**src/rtl/bitwise_logic_unit.sv**
```systemverilog
// Bitwise logic unit: eight selectable ops plus a multi-beat accumulate (reduce) mode.
// Latency: one cycle from an accepted result-producing beat to out_valid.
// Backpressure: in_ready = !out_valid || out_ready; the output register holds while stalled.
module bitwise_logic_unit #(
    parameter int WIDTH = 32,
    parameter int CNT_W = 8
) (
    input  logic             clk,
    input  logic             rst,
    input  logic             in_valid,
    output logic             in_ready,
    input  logic [WIDTH-1:0] x,
    input  logic [WIDTH-1:0] y,
    input  logic [2:0]       op,
    input  logic             acc,
    input  logic             last,
    output logic             out_valid,
    input  logic             out_ready,
    output logic [WIDTH-1:0] f,
    output logic             zero,
    output logic             ones,
    output logic [CNT_W-1:0] beats
);

    localparam logic [2:0] OP_AND  = 3'b000;
    localparam logic [2:0] OP_OR   = 3'b001;
    localparam logic [2:0] OP_XOR  = 3'b010;
    localparam logic [2:0] OP_NAND = 3'b011;
    localparam logic [2:0] OP_NOR  = 3'b100;
    localparam logic [2:0] OP_XNOR = 3'b101;
    localparam logic [2:0] OP_ANDN = 3'b110;

    localparam logic [0:0] IDLE  = 1'b0;
    localparam logic [0:0] ACCUM = 1'b1;

    function automatic logic [WIDTH-1:0] apply_op(input logic [2:0] o,
                                                  input logic [WIDTH-1:0] a,
                                                  input logic [WIDTH-1:0] b);
        case (o)
            OP_AND:  apply_op = a & b;
            OP_OR:   apply_op = a | b;
            OP_XOR:  apply_op = a ^ b;
            OP_NAND: apply_op = ~(a & b);
            OP_NOR:  apply_op = ~(a | b);
            OP_XNOR: apply_op = ~(a ^ b);
            OP_ANDN: apply_op = a & ~b;
            default: apply_op = a;
        endcase
    endfunction

    // The fold never inverts; inverting ops apply their NOT only when the packet is emitted.
    function automatic logic [WIDTH-1:0] fold(input logic [2:0] o,
                                              input logic [WIDTH-1:0] a,
                                              input logic [WIDTH-1:0] b);
        case (o)
            OP_AND, OP_NAND: fold = a & b;
            OP_OR,  OP_NOR:  fold = a | b;
            OP_XOR, OP_XNOR: fold = a ^ b;
            OP_ANDN:         fold = a & ~b;
            default:         fold = b;
        endcase
    endfunction

    function automatic logic is_inv(input logic [2:0] o);
        is_inv = (o == OP_NAND) || (o == OP_NOR) || (o == OP_XNOR);
    endfunction

    logic [0:0]       state_q, state_nxt;
    logic [2:0]       op_q, op_nxt;
    logic [WIDTH-1:0] acc_q, acc_nxt;
    logic [CNT_W-1:0] cnt_q, cnt_nxt, cnt_inc;
    logic [WIDTH-1:0] fold_val;
    logic             accept;
    logic             emit;
    logic [WIDTH-1:0] emit_dat;
    logic [CNT_W-1:0] emit_beats;

    assign in_ready = !out_valid || out_ready;
    assign accept   = in_valid && in_ready;
    assign cnt_inc  = (&cnt_q) ? cnt_q : cnt_q + CNT_W'(1);
    assign fold_val = fold(op_q, acc_q, x);

    always_comb begin
        state_nxt  = state_q;
        op_nxt     = op_q;
        acc_nxt    = acc_q;
        cnt_nxt    = cnt_q;
        emit       = 1'b0;
        emit_dat   = '0;
        emit_beats = '0;
        if (accept) begin
            if (state_q == IDLE) begin
                if (!acc) begin
                    emit       = 1'b1;
                    emit_dat   = apply_op(op, x, y);
                    emit_beats = CNT_W'(1);
                end else begin
                    op_nxt  = op;
                    acc_nxt = x;
                    if (last) begin
                        emit       = 1'b1;
                        emit_dat   = is_inv(op) ? ~x : x;
                        emit_beats = CNT_W'(1);
                    end else begin
                        state_nxt = ACCUM;
                        cnt_nxt   = CNT_W'(1);
                    end
                end
            end else begin
                acc_nxt = fold_val;
                cnt_nxt = cnt_inc;
                if (last) begin
                    emit       = 1'b1;
                    emit_dat   = is_inv(op_q) ? ~fold_val : fold_val;
                    emit_beats = cnt_inc;
                    state_nxt  = IDLE;
                end
            end
        end
    end

    always_ff @(posedge clk or posedge rst) begin
        if (rst) begin
            state_q   <= IDLE;
            op_q      <= '0;
            acc_q     <= '0;
            cnt_q     <= '0;
            out_valid <= 1'b0;
            f         <= '0;
            zero      <= 1'b1;
            ones      <= 1'b0;
            beats     <= '0;
        end else begin
            state_q <= state_nxt;
            op_q    <= op_nxt;
            acc_q   <= acc_nxt;
            cnt_q   <= cnt_nxt;
            // A consumed result is replaced in the same edge when a new one is emitted.
            if (emit) begin
                out_valid <= 1'b1;
                f         <= emit_dat;
                zero      <= (emit_dat == '0);
                ones      <= (&emit_dat);
                beats     <= emit_beats;
            end else if (out_valid && out_ready) begin
                out_valid <= 1'b0;
            end
        end
    end

endmodule

```
**config.mk**
```make
export PLATFORM = sky130hd
export DESIGN_NAME = bitwise_logic_unit
export DESIGN_NICKNAME = d
export VERILOG_FILES = /design/src/rtl/bitwise_logic_unit.sv
export SDC_FILE = /design/constraint.sdc
export NUM_CORES = 1
export LEC_CHECK = 0
export CORE_MARGIN = 2
export CORE_UTILIZATION = 60
export CTS_CLUSTER_SIZE = 10
export DETAILED_ROUTE_END_ITERATION = 7
export MAX_ROUTING_LAYER = met4
export PLACE_DENSITY_LB_ADDON = 0.1
export SLEW_MARGIN = 20
export SYNTH_ARGS = -nofsm -noshare
export SYNTH_HDL_FRONTEND = slang
export SYNTH_SLANG_ARGS = --single-unit
```
**constraint.sdc**
```tcl
create_clock -name clk -period 3.7 [get_ports clk]
set_input_delay 0.555 -clock clk [delete_from_list [all_inputs] [get_ports clk]]
set_output_delay 0.555 -clock clk [all_outputs]
set_load 0.01 [all_outputs]
```
==> results of run 1 <==
cells in the final DEF (no fill, tap or decap), types with 10 or more instances in the layout:
| cell | Yosys | routed |
|---|---|---|
| o31ai_1 | 14 | 14 |
| nand2b_1 | 12 | 12 |
| nand2_1 | 161 | 161 |
| nor4_1 | 11 | 11 |
| and2_1 | 12 | 12 |
| and3b_1 | 14 | 14 |
| o211ai_1 | 27 | 27 |
| dfrtp_1 | 86 | 82 |
| nor3_1 | 21 | 21 |
| inv_1 | 122 | 121 |
| nand4_1 | 19 | 19 |
| mux4_2 | 10 | 10 |
| xnor2_1 | 28 | 28 |
| nor2b_1 | 24 | 24 |
| nor2_1 | 84 | 83 |
| nand3_1 | 27 | 27 |
| a21o_1 | 18 | 18 |
| buf_4 | 10 | 128 |
| a211oi_1 | 16 | 16 |
| a221oi_1 | 10 | 10 |
| mux2_2 | 16 | 16 |
| nand3b_1 | 17 | 17 |
| ha_1 | 129 | 129 |
| o21ai_0 | 152 | 152 |
| clkdlybuf4s50_1 | 0 | 113 |
| o221ai_1 | 19 | 19 |
| a22oi_1 | 21 | 21 |
| mux2i_1 | 46 | 46 |
| a21oi_1 | 84 | 84 |
worst max-delay path by stage:
| stage | from | end |
|---|---|---|
| after floorplan | op[1] | ones |
| after global placement | y[20] | zero |
| after detailed placement | y[20] | zero |
| after CTS | y[20] | zero |
| after global routing | op_q[1] | ones |
| final | op_q[1] | ones |
stage by stage:
step	worst slack, ps	util	hold WS [ps]
finish	158	0.738	476
global route	14.8	0.738	494
global placement	-28.0	0.721	460
floorplan	782	-	471
detailed placement	-69.3	0.721	463
CTS	294	0.737	480
layer usage:
layer	global-route usage	routed length [µm]	vias to the layer above
met1	0.524	16100	5980
met4	0.316	3480	0
met3	0.115	4880	249
li1	-	-	5810
met2	0.645	19200	900
met5	-	0	-
layout make-up:
cell class	instances	area, µm²	area share
inverter	125	470	0.0338
tap	260	325	0.0233
multi-input combinational	1179	8420	0.604
clock inverter	6	67.6	0.00485
antenna	5	12.5	0.000898
sequential	87	2190	0.157
timing repair buffer	249	2220	0.159
clock buffer	10	239	0.0171
registers in the layout, indices dropped and copies added (netlist names):
register / cells
op_q: 3
acc_q: 32
ones: 1
f: 32
zero: 1
cnt_q: 8
out_valid: 1
state_q: 1
beats: 8
power by group:
group          internal, W  switching (W)
clock network     0.000547       0.000455
registers          0.00135       0.000373
logic              0.00210        0.00278
cell families after synthesis:
kind of cell / Yosys count / share of synthesized area
muxes: 72 / 0.0743
adders and majority gates: 129 / 0.139
and+or+nand+nor: 454 / 0.197
xor gates and xnor gates: 32 / 0.0263
DFF: 87 / 0.187
AOI/OAI and AO/OA: 492 / 0.285
buffers and inverters: 251 / 0.0921
worst register-to-register path: cells and delay by family, from the launching register on:
kind,cells,cell delay [ps]
flip-flops,1,640
multiplexers,1,260
buffers and inverters,2,650
AO/OA/AOI/OAI,4,1010
AND/OR/NAND/NOR,3,900
==> results.md, run 1 <==
Finish:
- The layout-stage area growth over the synthesis result is 19.6%.
- The filler cells instantiated in the layout total 1,538.
- The design area is 13,900 µm².
- The final net count is 1,853.
- The non-filler instance count after layout is 1,921.
- The fraction of layout cells with a size suffix above 1 is 0.131.

Yosys:
- After synthesis, the share of flip-flops with an asynchronous set or reset is 1.00.
- After synthesis, the cell types taking the most area are dfrtp_1, ha_1, o21ai_0, nand2_1, mux2i_1.
- In the synthesized netlist the dominant register cell turns out to be dfrtp_1.
- The number of warnings issued by yosys is 0.
- The share of the Yosys chip area taken by registers is 0.187.
- The post-synth net total is 1,719.
- The count of unique library cells instantiated by Yosys is 90.
- Synthesis produced a netlist whose cell count is 1,517.
- The average size of a mapped cell is 7.68 µm².
- The post-synthesis cell type with the largest combined area is dfrtp_1.
- Ranked by instance count, the synthesized netlist is headed by nand2_1, o21ai_0, ha_1, inv_1, dfrtp_1.
- In the post-synthesis netlist, the cell with the most instances is nand2_1.
- The number of enable flip-flop cells after synthesis is 0.
- The fraction of post-synthesis cell area in the top cell type by area is 0.185.
- The synthesis-stage register bit count is 87.
- The area of the mapped netlist is 11,700 µm².

Detailed routing:
- The detail-routed via count per cell is 6.74.
- The routed wire length is 43,700 µm.
- The first-pass iteration count of the detailed router is 8.
- In the routed design, unresolved DRC markers number 5.
- The average detailed-routed wire length per instance is 22.7 µm.
- The number of vias after detailed routing is 12,900.
- The detail route stage leaves a number of antenna-violating nets equal to 0.
- The detailed router finished its first iteration with 1,459 violations.

GRT:
- Entering global routing, the biggest net connects 58 pins.
- The via count of the first global-routing pass is 12,100.
- The number of antenna violations at the first check in global routing is 5.
- The first global-routing pass estimated 67,000 µm of wire.
- In the global route stage, overall resource usage came out at 0.440.
- After global routing the overflow that remains totals 0.

Floorplan:
- The die span in x is 143 µm.
- Row generation in the floorplan step produced 50 rows.
- In this run the count of I/O pins placed on the die edge is 117.
- The vertical die dimension is 143 µm.
- The initial utilization of the core area, before any placement, comes to 0.617.
- The area of the die is 20,600 µm².
- After floorplanning, the core was sized to cover 18,900 µm².

Clocking:
- The number of H-tree levels is 3.
- For this design, the CTS-stage hold fixing added 0 buffers.
- The CTS tree is done.
- The clock latency on the worst-skew pair is 360 ps.
- After clock tree synthesis, the setup repair step added 0 buffers.
- The clock-pin transition on the worst setup and hold timing paths is 70 ps.
- After clock tree synthesis, the repair step resized 0 gates.
- Clock tree synthesis inserted a total of 9 buffers.
- No sink is reached through more buffers than the 2 on the longest clock path.
- For this design, the sink count on the clock tree is 87.
- The tree is rooted in a clkbuf_16.

Worst setup path:
- The endpoint identified for the worst register-to-register timing path is ones.
- The nature of the critical path startpoint is a flop.
- The critical path goes through buf_4 > buf_4 > o21bai_1 > o221a_2 > a311oi_1 > mux2i_1 > nand4b_1 > nor4_1 > nand3_1 > o31ai_2.
- The total buffers and inverters traversed by the critical path is 2.
- STA puts the critical path data required time at 3970 ps.
- The critical path crosses 10 cells after its start point.
- The cell type of the slowest stage on the worst timing path is dfrtp_4.
- The worst reg-to-reg path cell count is 10.
- The worst setup path is captured at a flop.
- Among cell families on the critical path, the largest total delay comes from compound AO/OA/AOI/OAI gates.
- The setup check on the worst reg-to-reg path leaves a slack of 160 ps.
- The most numerous cell on the critical path is buf_4.
- The arrival time of data at the critical path endpoint is 3810 ps.
- The setup path with the least slack is of type flop to flop.
- The worst register-to-register path begins at op_q[1].
- For this run, the slowest stage of the critical path takes 640 ps.
- Of all nets on the critical path, the largest fanout is 29.

Timing:
- For this run, the top clock speed supported by timing is 282 MHz.
- The number of endpoints with negative hold slack in the final report is 0.
- At the pin with the least slew margin, the transition time is 1120 ps.
- The remaining max-slew budget at the tightest pin is 0.254.
- The final cycle utilization of the critical path is 0.957.
- The final-report max-slew violation count was 0.
- The setup TNS after final layout is 0 ps.
- Setup repair after global routing left no endpoint under its margin.
- The shortest period the worst path allows is 3540 ps.
- The clock arrives with 15.7 ps of skew.
- The number of setup violations in the final report is 0.

Place:
- Once placement completed, the tool counted placed cells totaling 1,900.
- The wire-length estimate of the detail-placed layout is 31,800 µm.
- The count of buffers added on input and output ports is 116.
- The final weighted congestion in routability-driven placement is 1.06.
- The total placed instance area is 13,600 µm².

Outcome:
- The run finished, with violations left.
- The final reports fail on DRC.

Power and ir drop:
- IR analysis of the VDD net gives a maximum drop of 0.418 mV.
- The total leakage power is 6.27 nW.
- The power density over cell area is 546 nW/µm².
- Overall power consumption after layout is estimated at 0.00761 W.

Flow run:
- The tool flagged a number of max-cap violations equal to 0.

Worst hold path:
- The origin of the worst min-delay path is f[16].
- Counting instances, the worst hold path has a depth of 2.
- In this run the worst hold path is classified as flop to flop.
- The endpoint of the worst hold-timing path is f[16].
Note: power is estimated with default switching activity, not from simulation.
==> run 2, diff against run 1 <==
CTS_CLUSTER_SIZE = 20   (was 10)
==> results of run 2 <==
The final DEF is identical to that of run 1; final timing and power are the same.
==> run 3, diff against run 2 <==
CORE_UTILIZATION = 50   (was 60)
==> run 3 against run 2 <==
The run now ends clean. Wire length up 0.39%. Power up 0.57%. Register-to-register slack improved by 80 ps. Sequential share of layout area shrank 0.16 points. Hold slack improved by 3.2 ps. Setup slack better by 38 ps. Global-route usage fell by 7.4 points. Clock-buffer cell count down 1. Die area increased by 19%. Maximum frequency increased by 1.1%. Critical path depth up 2. Largest cell class unchanged.
==> results.md, run 3 (same netlist as run 1, synthesis figures left out) <==
Outcome:
- The run finished with clean final reports.

Power and ir drop:
- The power share of the combinational group came to 0.644 (+0.002).
- The switching power as a share of total power is 0.473 (-0.00187).
- The worst vdd rail ir drop is 0.360 mV (-14%).
- The power share of the clock group is 0.129 (-0.003).
- The power share of the sequential group is 0.227 (about the same).
- The internal power summed over all cells was 0.00404 W (+0.93%).
- The power density over cell area is 543 nW/µm² (-0.44%).
- The total leakage power came to 6.31 nW (+0.77%).
- The net switching power is 0.00362 W (+0.18%).

Clocking:
- Clock tree synthesis selected as its root buffer the cell clkbuf_16.
- The buffer levels on the longest clock path came to 2 (unchanged).
- The count of buffers added by post-CTS timing repair for setup came to 0 (unchanged).
- The count of cells resized by post-cts repair came to 0 (unchanged).
- The clock-pin transition on the worst setup and hold timing paths came to 70 ps (about the same).
- The hold buffer count at cts is 0 (unchanged).
- The number of H-tree levels is 3 (unchanged).
- The clock latency on the worst-skew pair is 360 ps (about the same).
- The clock net sink count came to 87 (unchanged).
- The number of buffers inserted during clock tree synthesis was 9 (unchanged).
- TritonCTS built the clock tree.

Floorplan:
- The area of the die is 24,500 µm² (+19%).
- The core outline area is 22,800 µm² (+21%).
- The starting density of the core is 0.512 (-0.105).
- The number of core rows is 55 (+10%).
- The die span in x was 157 µm (+9.3%).
- The I/O pin total is 117 (unchanged).
- The vertical die dimension is 157 µm (+9.3%).

Worst setup path:
- The category of the most critical setup path is input port to flop.
- The required time at the endpoint of the critical path is 4000 ps (+30 ps).
- The worst reg-to-reg path cell count is 9 (-1).
- The worst setup path is captured at a flop.
- The internal reg-to-reg setup slack is 240 ps (+80 ps).
- STA classifies the critical path startpoint as an input port.
- The arrival time of data at the critical path endpoint was 3800 ps (about the same).
- The largest fanout on the critical path was 7 (-76%).
- The worst register-to-register path ends at ones.
- In this run the critical register-to-register path is launched from op_q[2].

Finish:
- The diode insertion count for antenna repair is 0 (-5).
- The final net count is 1,866 (+0.70%).
- The non-filler instance count after layout is 1,981 (+3.1%).
- Leaving out fill and tap cells, the most frequent cell in the layout is nand2_1.
- The largest registers in the layout are acc_q: 32 flops, f: 32 flops.
- The design area is 14,100 µm² (+1.0%).
- In the layout the commonest cells are nand2_1, o21ai_0, buf_4, ha_1, inv_1.
- The layout-stage area growth over the synthesis result is 20.8%.
- The number of fillers in the final layout was 2,072 (+35%).
- The fraction of layout cells with a size suffix above 1 came to 0.137 (+0.00625).

Worst hold path:
- The origin of the worst min-delay path is f[30].
- The number of cells on the worst hold path is 2 (unchanged).
- The path type of the worst min-delay path is flop to flop.
- For hold timing, the worst endpoint is f[30].

Timing:
- The slew at the pin closest to its max-slew limit is 830 ps (-289 ps).
- The final cycle utilization of the critical path is 0.947 (-0.0103).
- The top achievable clock speed is 285 MHz (+1.1%).
- The shortest period the worst path allows is 3500 ps (-38.3 ps).
- The remaining max-slew budget at the tightest pin is 0.447 (+0.193).
- Setup repair after global routing left no endpoint under its margin.
- The final setup skew is 18.9 ps (+3.13 ps).
- The number of endpoints with negative hold slack in the final report came to 0 (unchanged).
- The number of setup violations in the final report is 0 (unchanged).
- The final-report max-slew violation count is 0 (unchanged).

Detailed routing:
- The post-route DRC violation count is 0 (-5).
- The number of vias after detailed routing is 12,700 (-1.5%).
- The detail-routed via count per cell is 6.43 (-4.5%).
- The violation count after the first detailed-route iteration is 1,310 (-10%).
- The count of antenna-violating nets left after detailed routing was 0 (unchanged).
- The average detailed-routed wire length per instance is 22.1 µm (-2.6%).
- The routed wire length is 43,800 µm (+0.39%).
- The first-pass iteration count of the detailed router is 7 (-1).

Flow run:
- The number of maximum-capacitance constraint violations is 0 (unchanged).

Place:
- The quantity of I/O buffers inserted on ports is 116 (unchanged).
- The final weighted congestion in routability-driven placement came to 1.05 (-1.2%).
- The total instance count after detailed placement is 1,966 (+3.5%).
- The detailed placement HPWL came to 32,500 µm (+2.2%).
- The total placed instance area is 13,800 µm² (+1.2%).

GRT:
- The number of antenna violations at the first check in global routing is 0 (-5).
- The residual overflow from global routing came to 0 (unchanged).
- The first-pass GRT wire length is 67,200 µm (+0.20%).
- The maximum number of pins on one net before global-route repair came to 56 (-3.4%).
- The via count of the first global-routing pass is 11,900 (-0.95%).
- The overall routing resource usage came to 0.366 (-0.0739).
-- run 3: worst max path at each step --
stage / start / to / slack (ps) / cells past startpoint
floorplan: op[1] / ones / 780 / 9
global placement: x[20] / zero / -80 / 12
CTS: x[20] / zero / 220 / 12
finish: x[20] / zero / 200 / 12
global route: x[20] / zero / 20 / 12
detailed placement: x[20] / zero / -140 / 12
-- run 3: stage by stage --
step	utilization	setup TNS [ps]	hold WS, ps	setup slack [ps]	power [W]
after CTS	0.618	0	481	218	0.00754
after global placement	0.605	-90.0	459	-82.1	0.00645
after detailed placement	0.605	-183	464	-139	0.00654
after floorplan	-	0	471	782	0.00467
after global routing	0.618	0	502	18.4	0.00814
final	0.618	0	479	196	0.00765
-- run 3: area by class of cell --
class	instances	area, µm²	area share
clock buffers	9	225	0.0160
clock inverters	6	70.1	0.00498
inverters	125	472	0.0335
multi-input cells	1179	8420	0.598
flip-flops and latches	87	2190	0.155
well taps	313	392	0.0278
repair buffers	262	2320	0.165
-- run 3: critical path, stage by stage --
cell,delay [ps]
clkdlybuf4s50_1,410
buf_4,170
ha_1,180
mux2_2,250
o21ai_0,150
a21oi_1,80
a2111oi_0,630
nor4_1,190
buf_4,190
or4_1,510
nor4_1,270
a32o_1,210
-- run 3: layer usage --
metal	wire, µm	GRT usage	up-vias
met5	0	-	-
met4	2330	0.187	0
met3	3800	0.0490	141
met2	20300	0.583	707
met1	17400	0.456	6067
li1	-	-	5824
-- run 3: power groups by stage --
stage               combinational, W  clock, W  sequential [W]
floorplan                    0.00298         0         0.00170
CTS                          0.00483  0.000986         0.00173
finish                       0.00493  0.000988         0.00174
detailed placement           0.00480         0         0.00174
global route                 0.00532   0.00102         0.00180
global placement             0.00472         0         0.00174
